==> src/rtl/store_buffer_param.sv <==
// store_buffer_param: N-entry circular store buffer between the store path and
// the dcache write port. Stores enter in program order, drain oldest first,
// and loads receive byte-granular forwarding (youngest store wins per byte).
// Optional build macro STORE_BUFFER_COALESCE_EN: stores to the same word as the
// youngest entry (when that entry is not the in-flight head) merge into it.
module store_buffer_param #(
  parameter int DEPTH  = 4,
  parameter int ADDR_W = 32,
  parameter int DATA_W = 32,
  localparam int SEL_W = DATA_W / 8,
  localparam int PTR_W = $clog2(DEPTH),
  localparam int CNT_W = PTR_W + 1
) (
  input  logic              clk,
  input  logic              rst,
  input  logic              st_valid_i,
  output logic              st_ready_o,
  input  logic [ADDR_W-1:0] st_addr_i,
  input  logic [DATA_W-1:0] st_data_i,
  input  logic [SEL_W-1:0]  st_sel_i,
  input  logic [ADDR_W-1:0] ld_addr_i,
  output logic [SEL_W-1:0]  ld_fwd_sel_o,
  output logic [DATA_W-1:0] ld_fwd_data_o,
  output logic              dc_req_o,
  output logic [ADDR_W-1:0] dc_addr_o,
  output logic [DATA_W-1:0] dc_data_o,
  output logic [SEL_W-1:0]  dc_sel_o,
  input  logic              dc_ack_i,
  input  logic              drain_i,
  output logic              empty_o,
  output logic [CNT_W-1:0]  count_o
);

  logic [PTR_W-1:0]  head;
  logic [PTR_W-1:0]  tail;
  logic [CNT_W-1:0]  count;
  logic              valid_mem [DEPTH];
  logic [ADDR_W-1:0] addr_mem  [DEPTH];
  logic [DATA_W-1:0] data_mem  [DEPTH];
  logic [SEL_W-1:0]  sel_mem   [DEPTH];

  logic full;
  logic push;
  logic pop;
  logic alloc;

  assign full     = (count == CNT_W'(DEPTH));
  assign empty_o  = (count == '0);
  assign count_o  = count;
  assign dc_req_o = !empty_o;
  assign pop      = dc_req_o && dc_ack_i;
  assign push     = st_valid_i && st_ready_o;

`ifdef STORE_BUFFER_COALESCE_EN
  logic [PTR_W-1:0] youngest;
  logic             merge;
  logic             do_merge;

  // With two or more entries the youngest is never the in-flight head, so a
  // matching store can be folded into it, even when the buffer is full.
  assign youngest   = tail - 1'b1;
  assign merge      = (count >= CNT_W'(2)) && valid_mem[youngest] &&
                      (addr_mem[youngest] == st_addr_i);
  assign st_ready_o = (!full || merge) && !drain_i;
  assign do_merge   = push && merge;
  assign alloc      = push && (|st_sel_i) && !merge;
`else
  assign st_ready_o = !full && !drain_i;
  assign alloc      = push && (|st_sel_i);
`endif

  // Head entry goes straight to the dcache port; zero when nothing is pending.
  assign dc_addr_o = dc_req_o ? addr_mem[head] : '0;
  assign dc_data_o = dc_req_o ? data_mem[head] : '0;
  assign dc_sel_o  = dc_req_o ? sel_mem[head]  : '0;

  // FIFO state: allocate at tail, retire at head on dcache acknowledge.
  always_ff @(posedge clk or posedge rst) begin
    if (rst) begin
      head  <= '0;
      tail  <= '0;
      count <= '0;
      for (int i = 0; i < DEPTH; i++) begin
        valid_mem[i] <= 1'b0;
        addr_mem[i]  <= '0;
        data_mem[i]  <= '0;
        sel_mem[i]   <= '0;
      end
    end else begin
      if (alloc) begin
        valid_mem[tail] <= 1'b1;
        addr_mem[tail]  <= st_addr_i;
        data_mem[tail]  <= st_data_i;
        sel_mem[tail]   <= st_sel_i;
        tail            <= tail + 1'b1;
      end
`ifdef STORE_BUFFER_COALESCE_EN
      if (do_merge) begin
        sel_mem[youngest] <= sel_mem[youngest] | st_sel_i;
        for (int b = 0; b < SEL_W; b++) begin
          if (st_sel_i[b]) begin
            data_mem[youngest][8*b +: 8] <= st_data_i[8*b +: 8];
          end
        end
      end
`endif
      if (pop) begin
        valid_mem[head] <= 1'b0;
        head            <= head + 1'b1;
      end
      count <= count + CNT_W'(alloc) - CNT_W'(pop);
    end
  end

  // Entry indices ordered oldest (offset 0) to youngest.
  logic [PTR_W-1:0] order [DEPTH];
  genvar gi;
  generate
    for (gi = 0; gi < DEPTH; gi++) begin : g_order
      assign order[gi] = head + PTR_W'(gi);
    end

    for (gi = 0; gi < SEL_W; gi++) begin : g_fwd
      logic       hit;
      logic [7:0] byte_val;
      // Scan oldest to youngest so the youngest matching store wins this byte.
      always_comb begin
        hit      = 1'b0;
        byte_val = '0;
        for (int i = 0; i < DEPTH; i++) begin
          if (valid_mem[order[i]] && (addr_mem[order[i]] == ld_addr_i) &&
              sel_mem[order[i]][gi]) begin
            hit      = 1'b1;
            byte_val = data_mem[order[i]][8*gi +: 8];
          end
        end
      end
      assign ld_fwd_sel_o[gi]         = hit;
      assign ld_fwd_data_o[8*gi +: 8] = byte_val;
    end
  endgenerate

endmodule

==> config.mk <==
export PLATFORM = sky130hd
export DESIGN_NAME = store_buffer_param
export DESIGN_NICKNAME = d
export VERILOG_FILES = /design/src/rtl/store_buffer_param.sv
export SDC_FILE = /design/constraint.sdc
export NUM_CORES = 1
export LEC_CHECK = 0
export ABC_AREA = 0
export CAP_MARGIN = 10
export CORE_MARGIN = 5
export CORE_UTILIZATION = 43
export CTS_CLUSTER_DIAMETER = 200
export DETAILED_ROUTE_END_ITERATION = 8
export PLACE_DENSITY = 0.67
export SETUP_SLACK_MARGIN = 0.15
export SLEW_MARGIN = 25
export SYNTH_ARGS = -nofsm -noshare
export SYNTH_HDL_FRONTEND = slang
export SYNTH_SLANG_ARGS = --single-unit
==> constraint.sdc <==
create_clock -name clk -period 21.1 [get_ports clk]
set_clock_uncertainty 0.05 [all_clocks]
set_input_delay 4.22 -clock clk [delete_from_list [all_inputs] [get_ports clk]]
set_output_delay 4.22 -clock clk [all_outputs]
set_load 0.02 [all_outputs]
==> impl_summary.md <==
Layout
In the final layout, the multi-input gates occupy 0.0136 mm2. The layout cell share with drive strength beyond 1 is 35.7%. The sequential cells in the finished layout cover a total of 0.00709 mm2. The final layout contains 1847 nets. The number of fill cells in the layout is 4381.

The area growth from synthesis to layout is 16.6%.

STA
Summed over all failing endpoints, the final setup total negative slack is 0 ns. The final period utilization is 59.9%. The final number of max-transition violations was 0. The final number of setup-violating endpoints is 0. Setup repair after global routing left no endpoint under its margin. The final hold violation count is 0. The slew at the pin closest to its max-slew limit is 1.00 ns.

For this run, the top clock speed supported by timing is 79.2 MHz. The minimum clock period is 12.63 ns. The tightest slew margin relative to the limit is 33.3%.

Floorplan
The die covers 0.0548 mm2. Pin placement for this block handled 215 I/O pins. From left edge to right edge, the die measures 234 um. The starting utilization of the core area is 43.3%. The floorplan has 82 rows. After floorplanning, the core was sized to cover 0.0499 mm2. The die span in y is 234 um.

Critical path
STA classifies the critical path startpoint as an input port. Along the worst path, the maximum fanout reaches 10. In this run the register-to-register setup slack is 18.02 ns.

The endpoint identified for the worst register-to-register timing path is count_o[2]. The library cell appearing most often on the critical path is sky130_fd_sc_hd__clkdlybuf4s50_1. The data arrival time of the critical path is 8.36 ns. The worst setup path is captured at a primary output. For the worst flop-to-flop path, the logic depth is 9.

The critical path goes through clkdlybuf4s50_1, xnor2_1, nand4_1, a2111oi_2, nand3_1, o22a_1, a311oi_1, clkdlybuf4s50_1. The launch instance of the worst register-to-register path is count_o[0]. The class of the most critical setup path is input port to primary output. For the worst setup path, the data required time is 16.83 ns. The cell at the slowest stage of the critical path is sky130_fd_sc_hd__a2111oi_2. The maximum single-stage delay on the critical path is 0.84 ns.

Power
The cell area power density is 193 mW/mm2. The static power due to leakage is 9.19 nW. The design draws 4.85 mW.

VDD sags by at most 0.132 mV.

Drt
Routed signal wires occupy layers up through met5. The met3 wire length is 5910 um. The overall routed net length is 66500 um. In this run the remaining antenna-violating nets after routing total 0. Across all layers, the routed design uses 16200 vias. The total length of routed met2 wires is 32600 um. The routed metal-1 wire length is 25800 um. The average via count per standard cell is 6.66.

In this run, the number of DRC markers left after iteration 0 of detailed routing was 1738. Dividing the detail-routed wire length by the instance count gives 27.3 um. The first-pass iteration count of the detailed router is 5.

For this run, design rule violations remaining after detail routing come to 0.

Logic synthesis
In this run the biggest area consumer among cell types represents 32.8% of the synthesized area. The share of async-settable or async-resettable flops after synthesis is 100%. Summed over all instances, the cell type with the most area after synthesis is sky130_fd_sc_hd__dfrtp_1. The count of state elements after synthesis is 283. For this run, the leading register cell type out of synthesis is sky130_fd_sc_hd__dfrtp_1. The total nets after synthesis is 1735. Ranked by instance count, the synthesized netlist is headed by sky130_fd_sc_hd__dfrtp_1 (283), sky130_fd_sc_hd__mux2_2 (282), sky130_fd_sc_hd__mux4_2 (226). In this run the mean area of a mapped cell was 13.3 um2. Synthesis produced 1619 cells.

The most common cell in the synthesized netlist is sky130_fd_sc_hd__dfrtp_1. After synthesis, the cell types taking the most area are sky130_fd_sc_hd__dfrtp_1 (33%), sky130_fd_sc_hd__mux4_2 (24%), sky130_fd_sc_hd__mux2_2 (15%). The number of enable-type register cells in the synthesized netlist is 0. The Yosys step of the flow raised 0 warnings.

The number of distinct library cell variants in the gate-level netlist after synthesis is 68. The summed instance area of the synthesized netlist is 0.0216 mm2. The sequential-to-total area share from yosys stat is 32.8%.

Clock tree
TritonCTS created 37 clock buffers. The longest clock path from root to sink contains 3 buffers. Post-CTS timing repair inserted 0 buffers for setup.

The clock-pin transition on the worst setup and hold timing paths is 0.06 ns. The count of instances resized after the clock tree is built is 0. The cell sitting at the root of the clock tree is a sky130_fd_sc_hd__clkbuf_16. The quantity of hold-fixing buffers added after cts is 0. Counting every sink on the clock net gives 283. The clock latency reported for the late side of the worst-skew pair is 0.54 ns. TritonCTS built the clock tree. The maximum level of the CTS H-tree is 2.

Outcome
The run finished with clean final reports.

Global routing
The pin count of the biggest net entering global routing is 122. The via count of the first global-routing pass is 16100. The number of antenna violations at the first check in global routing is 6. The global router's overall resource usage is 23.9%. The global-route wire length before repair is 101000 um.

The global route total overflow is 0.

Worst hold path
Counting instances, the worst hold path has a depth of 1. The worst hold path endpoint is sel_mem[2]. The path class of the tightest hold or removal check is register to register. The start point of the worst min-delay path is sel_mem[2].

Placement
Once detailed placement completed, the half-perimeter wirelength came to 44800 um. Routability-driven placement finished with a final weighted congestion of 0.956. The quantity of I/O buffers inserted on ports is 214.

Flow run
Across the run, the number of max-cap violations was 0.
[worst max-delay path, delay by kind of cell]
| kind | cells | cell delay (ns) |
|---|---|---|
| buf+inv | 2 | 1.36 |
| xor+xnor | 1 | 0.32 |
| compound gates | 3 | 1.78 |
| simple gates | 2 | 0.68 |
[placed cells by master (no fill, tap or decap), drive strengths merged, types with 3 or more instances in the layout]
cell type      instances
a2111oi               35
a21oi                 12
a221o                  3
a221oi                 7
a311oi                32
and2                  69
and3                  11
and4                   5
buf                   25
clkbuf                52
clkdlybuf4s50        214
clkinv                11
dfrtp                283
diode                  3
ha                    10
inv                   17
mux2                 282
mux2i                 61
mux4                 242
nand2                 24
nand3                 44
nand4                 16
nor2                  20
nor2b                  4
nor3                  37
nor4                  12
nor4b                  3
o2111ai               38
o211ai                 3
o21ai                 13
o22a                   4
o22ai                 14
or4                    5
xnor2                 88
xor2                  35
[sequential cells by signal (all words and copies together), names as in the netlist]
register / flops
sel_mem: 16
addr_mem: 128
count_o: 3
valid_mem: 4
tail: 2
head: 2
data_mem: 128
[stage by stage]
| step | std cells | hold slack (ns) | setup WS [ns] | instance area (um2) | util (%) |
|---|---|---|---|---|---|
| 2_1_floorplan | 1619 | 0.462 | 9.02 | 21600 | - |
| 3_3_place_gp | 2363 | 0.496 | 8.58 | 23900 | 47.9 |
| 3_5_place_dp | 2363 | 0.513 | 8.62 | 23900 | 47.9 |
| 4_1_cts | 2428 | 0.526 | 8.19 | 25100 | 50.4 |
| 5_1_grt | 2431 | 0.543 | 8.39 | 25200 | 50.4 |
| 6_report | 2432 | 0.527 | 8.47 | 25200 | 50.5 |
[worst max path at each step]
stage,slack [ns],start,endpoint
after floorplan,9.02,rst,addr_mem[0]
after global placement,8.58,ld_addr_i[4],ld_fwd_data_o[15]
after detailed placement,8.62,ld_addr_i[4],ld_fwd_data_o[23]
after CTS,8.19,head[0],ld_fwd_data_o[15]
after global routing,8.39,ld_addr_i[25],ld_fwd_data_o[23]
final,8.47,ld_addr_i[4],ld_fwd_data_o[15]
[cell type report]
cell class	count	area share, %
well taps	672	3.34
repair buffers	239	9.36
inverters	17	0.283
diodes	3	0.0298
flip-flops and latches	283	28.2
clock buffers	52	4.22
clock inverters	13	0.602
multi-input cells	1153	54.0
[per-layer routing]
metal	global-route usage, %	vias to the layer above
met5	0	-
met4	7.12	6
met3	5.80	150
met2	39.0	857
met1	31.8	8458
li1	-	6732
[cell families after synthesis]
kind of cell	Yosys count	synth area share, %
multiplexers	585	43.0
flip-flops	283	32.8
AND/OR/NAND/NOR	254	7.18
buffers and inverters	183	4.48
AO/OA/AOI/OAI	180	6.81
XOR/XNOR	123	4.99
adder cells (fa/ha/maj)	11	0.673
[report_power, final]
| group | total, mW | leakage, nW | internal (mW) | switching [mW] |
|---|---|---|---|---|
| logic | 3.05 | 5.17 | 1.64 | 1.41 |
| registers | 1.17 | 3.42 | 0.817 | 0.351 |
| clock network | 0.632 | 0.604 | 0.377 | 0.256 |
| total | 4.85 | 9.19 | 2.84 | 2.02 |
(Power assumes the default switching activity.)
